===== src/rtl/bm_sim_pkg.sv =====
// Shared definitions for the boolean-matching simulation engine:
// default geometry, the per-lane output functions and the signature width rule.
package bm_sim_pkg;

  localparam int BM_W_DEF     = 32;
  localparam int BM_BATCH_DEF = 16;

  // Widest word the evaluation functions handle. Callers zero-extend to this
  // width and cast the result back down to their own W.
  localparam int BM_MAX_W = 1024;

  // y0 = x0 & x1, evaluated lane by lane.
  function automatic logic [BM_MAX_W-1:0] bm_eval_y0(
    input logic [BM_MAX_W-1:0] x0,
    input logic [BM_MAX_W-1:0] x1
  );
    return x0 & x1;
  endfunction

  // y1 = (x2 & x0) | (x1 & (~x0 | x3)), evaluated lane by lane.
  function automatic logic [BM_MAX_W-1:0] bm_eval_y1(
    input logic [BM_MAX_W-1:0] x0,
    input logic [BM_MAX_W-1:0] x1,
    input logic [BM_MAX_W-1:0] x2,
    input logic [BM_MAX_W-1:0] x3
  );
    return (x2 & x0) | (x1 & (~x0 | x3));
  endfunction

  // A batch can hold at most w*batch ones, so the count needs room for that value.
  function automatic int bm_cnt_w(input int w, input int batch);
    return $clog2(w * batch + 1);
  endfunction

endpackage


===== src/rtl/bm_popcount.sv =====
// Combinational ones counter over a W-bit word.
module bm_popcount #(
  parameter int W = 32
) (
  input  logic [W-1:0]             din,
  output logic [$clog2(W+1)-1:0]   cnt
);

  localparam int PC_W = $clog2(W+1);

  // Sum every lane; the synthesiser turns this into an adder tree.
  always_comb begin
    cnt = '0;
    for (int i = 0; i < W; i++) begin
      cnt = cnt + PC_W'(din[i]);
    end
  end

endmodule


===== src/rtl/bm_sig_sim.sv =====
// Word-parallel simulator for the y0/y1 matching pair with per-batch ones-count
// signatures. Optional rotate-xor hash signatures when BM_SIG_HASH_EN is defined.
module bm_sig_sim
  import bm_sim_pkg::*;
#(
  parameter  int W     = BM_W_DEF,
  parameter  int BATCH = BM_BATCH_DEF,
  localparam int CNT_W = bm_cnt_w(W, BATCH)
) (
  input  logic             clk,
  input  logic             rst_n,
  input  logic             clear,
  input  logic             in_valid,
  output logic             in_ready,
  input  logic [W-1:0]     in_x0,
  input  logic [W-1:0]     in_x1,
  input  logic [W-1:0]     in_x2,
  input  logic [W-1:0]     in_x3,
  output logic             out_valid,
  input  logic             out_ready,
  output logic [W-1:0]     out_y0,
  output logic [W-1:0]     out_y1,
`ifdef BM_SIG_HASH_EN
  output logic [W-1:0]     sig_y0_hash,
  output logic [W-1:0]     sig_y1_hash,
`endif
  output logic             sig_valid,
  output logic [CNT_W-1:0] sig_y0_ones,
  output logic [CNT_W-1:0] sig_y1_ones
);

  localparam int PC_W = $clog2(W+1);
  localparam int WC_W = (BATCH > 1) ? $clog2(BATCH) : 1;
  localparam logic [WC_W-1:0] WC_LAST = WC_W'(BATCH-1);

  logic [W-1:0]     y0_w, y1_w;
  logic [PC_W-1:0]  pc0, pc1;
  logic             accept, last;
  logic [CNT_W-1:0] acc0, acc1, acc0_base, acc1_base, acc0_nxt, acc1_nxt;
  logic [WC_W-1:0]  wcnt, wcnt_base;

  assign y0_w = W'(bm_eval_y0(BM_MAX_W'(in_x0), BM_MAX_W'(in_x1)));
  assign y1_w = W'(bm_eval_y1(BM_MAX_W'(in_x0), BM_MAX_W'(in_x1),
                              BM_MAX_W'(in_x2), BM_MAX_W'(in_x3)));

  bm_popcount #(.W(W)) u_pc0 (.din(y0_w), .cnt(pc0));
  bm_popcount #(.W(W)) u_pc1 (.din(y1_w), .cnt(pc1));

  assign in_ready = !out_valid | out_ready;
  assign accept   = in_valid & in_ready;

  // clear takes effect before the same-cycle word is counted, so that word
  // opens the new batch instead of finishing the aborted one.
  always_comb begin
    acc0_base = clear ? '0 : acc0;
    acc1_base = clear ? '0 : acc1;
    wcnt_base = clear ? '0 : wcnt;
    acc0_nxt  = acc0_base + CNT_W'(pc0);
    acc1_nxt  = acc1_base + CNT_W'(pc1);
    last      = accept && (wcnt_base == WC_LAST);
  end

  // Output word register: load on accept, hold under backpressure, drop when drained.
  always_ff @(posedge clk) begin
    if (!rst_n) begin
      out_valid <= 1'b0;
      out_y0    <= '0;
      out_y1    <= '0;
    end else if (accept) begin
      out_valid <= 1'b1;
      out_y0    <= y0_w;
      out_y1    <= y1_w;
    end else if (out_ready) begin
      out_valid <= 1'b0;
    end
  end

  // Batch accumulation and signature publish; counters restart on the closing word.
  always_ff @(posedge clk) begin
    if (!rst_n) begin
      acc0        <= '0;
      acc1        <= '0;
      wcnt        <= '0;
      sig_valid   <= 1'b0;
      sig_y0_ones <= '0;
      sig_y1_ones <= '0;
    end else begin
      sig_valid <= 1'b0;
      if (last) begin
        sig_valid   <= 1'b1;
        sig_y0_ones <= acc0_nxt;
        sig_y1_ones <= acc1_nxt;
        acc0        <= '0;
        acc1        <= '0;
        wcnt        <= '0;
      end else if (accept) begin
        acc0 <= acc0_nxt;
        acc1 <= acc1_nxt;
        wcnt <= wcnt_base + WC_W'(1);
      end else if (clear) begin
        acc0 <= '0;
        acc1 <= '0;
        wcnt <= '0;
      end
    end
  end

`ifdef BM_SIG_HASH_EN
  logic [W-1:0] hash0, hash1, hash0_base, hash1_base, hash0_nxt, hash1_nxt;

  // Rotate-left by one then fold in the new word; written with shifts so W=1 works.
  always_comb begin
    hash0_base = clear ? '0 : hash0;
    hash1_base = clear ? '0 : hash1;
    hash0_nxt  = ((hash0_base << 1) | (hash0_base >> (W-1))) ^ y0_w;
    hash1_nxt  = ((hash1_base << 1) | (hash1_base >> (W-1))) ^ y1_w;
  end

  // Hash signatures follow the same batch boundaries as the ones counts.
  always_ff @(posedge clk) begin
    if (!rst_n) begin
      hash0       <= '0;
      hash1       <= '0;
      sig_y0_hash <= '0;
      sig_y1_hash <= '0;
    end else if (last) begin
      sig_y0_hash <= hash0_nxt;
      sig_y1_hash <= hash1_nxt;
      hash0       <= '0;
      hash1       <= '0;
    end else if (accept) begin
      hash0 <= hash0_nxt;
      hash1 <= hash1_nxt;
    end else if (clear) begin
      hash0 <= '0;
      hash1 <= '0;
    end
  end
`endif

endmodule


===== config.mk =====
export PLATFORM = sky130hd
export DESIGN_NAME = bm_sig_sim
export DESIGN_NICKNAME = d
export VERILOG_FILES = /design/src/rtl/bm_sim_pkg.sv /design/src/rtl/bm_popcount.sv /design/src/rtl/bm_sig_sim.sv
export SDC_FILE = /design/constraint.sdc
export NUM_CORES = 1
export LEC_CHECK = 0
export ABC_AREA = 1
export ABC_CLOCK_PERIOD_IN_PS = 11950
export CAP_MARGIN = 0
export CORE_ASPECT_RATIO = 0.7
export CORE_MARGIN = 1
export CORE_UTILIZATION = 47
export DETAILED_ROUTE_END_ITERATION = 12
export PLACE_DENSITY_LB_ADDON = 0.1
export SETUP_SLACK_MARGIN = 0.5
export SYNTH_ARGS = -nofsm -noshare
export SYNTH_HDL_FRONTEND = slang
export SYNTH_SLANG_ARGS = --single-unit
export TNS_END_PERCENT = 20

===== constraint.sdc =====
create_clock -name clk -period 11.95 [get_ports clk]
set_input_delay 3.585 -clock clk [delete_from_list [all_inputs] [get_ports clk]]
set_output_delay 3.585 -clock clk [all_outputs]
set_load 0.02 [all_outputs]

# ---- Word-level counts from Yosys, hierarchy flattened
# Cells that the tools add are included.
dict set report word_totals {
  mem_bits_rw 0
  output_inout_bits 87
  input_bits 133
  latchBits 0
  ff_bits 110
  mem_bits_ro 0
  n_memories 0
}
dict set report op_classes {
  add_sub_neg 65
  eq_ne 1
  magnitude_cmp 0
  div 0
  bitwise_logic 9
  n_shift 0
  muxes 9
  mul 0
  reduce_logical 4
}
# cell count
set op_table {}
lappend op_table {{adder 6 x 1 -> 6 bit} 60}
lappend op_table {{bitwise AND 32 bit} 3}
lappend op_table {{OR 32 bit} 2}
lappend op_table {{two-way mux 10 bit} 4}
lappend op_table {{inverter 32 bit} 1}
lappend op_table {{adder 10 x 6 -> 10 bit} 2}
lappend op_table {{two-way mux 4 bit} 2}
lappend op_table {{adder 1 x 1 -> 2 bit} 2}
lappend op_table {{adder 4 x 1 -> 4 bit, second input constant} 1}
lappend op_table {{== test 4 bit, second input constant} 1}
lappend op_table {{two-way mux 1 bit} 3}
lappend op_table {{nonzero test 2 bit} 1}
lappend op_table {{OR reduction 2 bit} 1}
lappend op_table {{bitwise AND 1 bit} 1}
lappend op_table {{logical AND 1 bit} 1}
lappend op_table {{zero test 1 bit} 1}
lappend op_table {{inverter 1 bit} 1}
lappend op_table {{OR 1 bit} 1}

# ---- Logic depth before layout (Yosys ltp)
dict set report depth {
  word_depth 37
  depth_mapped 32
  ltp_nobuf 32
}

# ---- Cells and area by module
# A second synthesis with hierarchy kept.
dict set report hier_totals {
  cells_unflattened 969
  hier_area_um2 7064.3
}
# module n_inst area_per_inst_um2 cells_each
set by_module_without_submodules {}
lappend by_module_without_submodules {bm_sig_sim 1 5470.2 793}
lappend by_module_without_submodules {{bm_popcount at u_pc1} 1 809.5 91}
lappend by_module_without_submodules {{bm_popcount at u_pc0} 1 784.5 85}

# ---- Least setup slack after synthesis
# Ideal clock, no wire load.
dict set report synth_timing {
  path_type {input to register}
  start {input port in_x0[0]}
  end {register acc1[5]}
  stages 29
  setup_ns 0.115
  arrival_ns 9.361
  slack_ns 2.473
  path_buffers 0
  path_cell_list {inv_1 -> o21ai_0 -> nand2_1 -> ha_1 -> inv_1 -> fa_1 -> inv_1 -> fa_1 -> fa_1 -> inv_1 -> fa_1 -> inv_1 -> fa_1 -> fa_1 -> fa_1 -> fa_1 -> a21oi_1 -> nor2_1 -> nor2_1 -> xnor2_1 -> ha_1 -> nand2_1 -> inv_1 -> nand2_1 -> nand2_1 -> o21bai_1 -> nand2_1 -> o21ai_0 -> inv_1}
}
dict set report synth_between {
  elab_chain_len 37
  word_cells_on_any_way 38
  cone_classes {add/sub (32); mux (1); bitwise (5)}
}
# item line
set synth_lines {}
lappend synth_lines {{start, declared} bm_sig_sim.sv:15} ;# input logic [W-1:0] in_x0,
lappend synth_lines {{inverter 32 bit} bm_sim_pkg.sv:27} ;# return (x2 & x0) | (x1 & (~x0 | x3));
lappend synth_lines {{OR 32 bit} bm_sim_pkg.sv:27}
lappend synth_lines {{bitwise AND 32 bit} bm_sim_pkg.sv:27}
lappend synth_lines {{OR 32 bit (*)} bm_sim_pkg.sv:27}
lappend synth_lines {{via u_pc1.din[0]} bm_popcount.sv:5} ;# input logic [W-1:0] din,
lappend synth_lines {{adder 1 x 1 -> 2 bit (*)} bm_popcount.sv:15} ;# cnt = cnt + PC_W'(din[i]);
lappend synth_lines {{adder 6 x 1 -> 6 bit (*) (30 in series)} bm_popcount.sv:15}
lappend synth_lines {{adder 10 x 6 -> 10 bit (*)} bm_sig_sim.sv:59} ;# acc1_nxt = acc1_base + CNT_W'(pc1);
lappend synth_lines {{two-way mux 10 bit (*)} bm_sig_sim.sv:96} ;# end else if (accept) begin
lappend synth_lines {{end signal, assigned} bm_sig_sim.sv:98} ;# acc1 <= acc1_nxt;
lappend synth_lines {{end, declared} bm_sig_sim.sv:39} ;# logic [CNT_W-1:0] acc0, acc1, acc0_base, acc1_base, acc0_nxt, acc1_nxt;
# Mark *: on every way through the listed nets, which the timed path passes. The rest lies on a longest branch.
# A chain may end at the register's enable or synchronous reset.

# ---- Worst setup path in the final report
dict set report layout_timing {
  start {input port in_x0[1]}
  end {register acc1[8]}
}
# The elaborated chain is that of the path after synthesis.

==> impl_metrics.yaml <==
synth:
  syn_area_um2: 6720
  ys_seq_area_share_pct: 32.8
  synth_cells: 880
  yosysWarnings: 0
  synth-seq-cells: 110
  ys_types: 33
  synth_fp_nets: 1092
  yosysTopAreaCell: "dfxtp_1"
  synth_area_per_cell_um2: 7.64
  yosys.area.top_type_share_pct: 32.8
  netlist_top_cells_area: "dfxtp_1 33%, fa_1 15%, nand2_1 11%"
critical_path:
  rr_worst_depth: 6
  start_kind: "input pin"
  rrSetupSlack_ns: 9.35
  end_kind: "flip-flop"
  critPathLaunch: "in_x0[1]"
  r2r_start: "out_valid$_SDFFE_PN0P_"
  cp_max_fo: 3
  worstPathArrival_ns: 10.29
  slowest_delay_ns: 0.55
  crit_slowest_cell: "fa_1"
  critical_path.most_common_cell: "fa_1"
  crit_type: "in -> reg"
  cp.required_ns: 12.20
  reg2reg_to: "out_y1[7]$_SDFFE_PN0P_"
sta:
  holdWs_ns: 0.452
  finalSetupViolations: 0
  finalHoldViolations: 0
  final.setup.tns_ns: 0
  slew_headroom_pct: 24.3
  fin_crit_ns: 10.04
  skew_ns: 0.00796
  max_freq_mhz: 99.6
  worst_pin_slew_ns: 1.14
  period_share_pct: 84.0
  slew_viol_final: 0
  rsz0062_at_grt: "no"
cts:
  cts_tree: "done"
  clk_latency_ns: 0.35
  path_clk_slew_ns: 0.07
  cts_inserted_buffers: 9
  cts-resized-gates: 0
  cts_sinks: 110
  root_buffer: "clkbuf_16"
  post_cts_buffers: 0
  htree_levels: 3
  clock_tree.buffer_depth: 2
  hold_buffers: 0
worst_hold_path:
  hold_class: "reg -> reg"
  min_path_cells: 2
  hold_path_startpoint: "sig_y0_ones[6]$_SDFFE_PN0P_"
  hold_path_end: "sig_y0_ones[6]$_SDFFE_PN0P_"
power_and_ir_drop:
  max-vdd-ir-drop_mv: 0.343
  powerDensity_nw_per_um2: 257
  power_mw: 2.40
  power.leakage_nw: 4.37
die:
  die_area_um2: 14800
  die-width_um: 145
  ios: 220
  start_util_pct: 48.3
  die-height_um: 102
  core_area_um2: 13900
  rows: 36
finish:
  area_growth_pct: 38.6
  drive_gt1_share_pct: 2.58
  final_cells: 1276
  fin_nets: 1293
  fin_area_um2: 9320
  fillCellCount: 1196
  n_antenna_cell: 0
run:
  max_cap_violations: 0
drt:
  drc: 0
  vias: 6234
  viasPerCell: 4.89
  ant_nets: 0
  drt-pass1-iter-count: 5
  wl_per_cell_um: 14.1
  routed_wl_um: 18000
  drt_iter0_drc: 267
global_routing:
  grt_pass1_vias: 6072
  antenna_found_initial: 0
  grt_max_degree: 127
  grt-ovfl-total: 0
  grt_usage_pct: 25.6
  grt_first_pass_wirelength_um: 30000
placed_design:
  place_hpwl_um: 13800
  port_buffers: 219
  placed_cells: 1260
  gp_congestion: 0.890
  dpl_cell_area_um2: 9010
outcome:
  status: "finished, final reports clean"
-- sequential cells by signal, summed over array words and instances, names as in the netlist --
register     flops
acc0            10
sig_y0_ones     10
wcnt             4
out_valid        1
out_y1          32
acc1            10
out_y0          32
sig_valid        1
sig_y1_ones     10
-- per-layer routing --
metal	vias to the layer above	track usage [%]	routed length, um
met2	196	42.3	7850
met3	13	6.12	1250
li1	3207	-	-
met4	0	5.56	169
met5	-	0	0
met1	2818	34.4	8690
-- synthesized netlist by cell type --
library cell / number
nand2_1: 189
inv_1: 152
dfxtp_1: 110
o21ai_0: 82
a21oi_1: 76
nor2_1: 52
fa_1: 50
ha_1: 29
nand3_1: 28
a22oi_1: 23
clkbuf_1: 15
a31oi_1: 10
buf_2: 10
a211oi_1: 7
xor2_1: 7
xnor2_1: 6
a22o_1: 4
buf_4: 4
inv_2: 4
nor3_1: 3
o21ai_1: 3
a21o_1: 2
nand2_2: 2
nand3b_1: 2
o21a_1: 2
buf_6: 1
inv_4: 1
nand3_2: 1
nand4_1: 1
nor2_4: 1
nor3_4: 1
nor3b_1: 1
o21bai_1: 1
-- per-stage QoR --
| stage | utilization, % | setup slack, ns |
|---|---|---|
| after CTS | 67.0 | 1.91 |
| final | 67.0 | 1.91 |
| after detailed placement | 64.7 | 1.55 |
| after global routing | 67.0 | 1.39 |
| after global placement | 64.7 | 1.65 |
| after floorplan | - | 2.47 |
-- how the worst max path moves through the flow --
stage / end
floorplan: acc1[5]$_SDFF_PP0_
global placement: acc1[8]$_SDFF_PP0_
global route: acc1[8]$_SDFF_PP0_
CTS: acc1[8]$_SDFF_PP0_
detailed placement: acc1[8]$_SDFF_PP0_
finish: acc1[8]$_SDFF_PP0_
-- area by class of cell --
cell class | count | area (um2) | share of cell area [%]
well taps | 190 | 238 | 2.55
repair buffers | 220 | 2190 | 23.5
flip-flops and latches | 110 | 2200 | 23.6
multi-input cells | 583 | 3780 | 40.6
inverters | 157 | 594 | 6.38
clock inverters | 6 | 68.8 | 0.738
clock buffers | 10 | 239 | 2.56
-- cell usage in the layout (no fill, tap or decap), types with 3 or more instances in the layout --
master           netlist  layout
clkbuf_16              0       9
nor3_1                 3       3
fa_1                  50      50
o21ai_0               82      82
a211oi_1               7       7
inv_2                  4       3
nand3_1               28      28
nand2_1              189     189
xor2_1                 7       7
dfxtp_1              110     110
a31oi_1               10      10
nor2_1                52      52
a22oi_1               23      23
inv_1                152     152
o21ai_1                3       3
a21oi_1               76      76
ha_1                  29      29
clkdlybuf4s50_1        0     218
a22o_1                 4       4
xnor2_1                6       6
-- power by group --
part,internal [mW],switching (mW)
logic,0.697,0.973
clock network,0.170,0.144
registers,0.400,0.0118
total,1.27,1.13
-- cell families (layout without fill, tap and decap cells) --
group                      after synthesis  in the layout  share of synthesized area (%)
and+or+nand+nor                        281            281                           16.9
AOI/OAI and AO/OA                      210            210                           17.3
buffers and inverters                  187            393                           11.0
DFF                                    110            110                           32.8
adders and majority gates               79             79                           20.3
xor gates and xnor gates                13             13                           1.69
-- critical path: cells and delay by family --
| family | cells | cell delay [ns] |
|---|---|---|
| compound gates | 2 | 0.55 |
| fa+ha+maj | 10 | 4.69 |
| buf+inv | 8 | 0.86 |
| simple gates | 7 | 0.59 |
(Power assumes the default switching activity.)
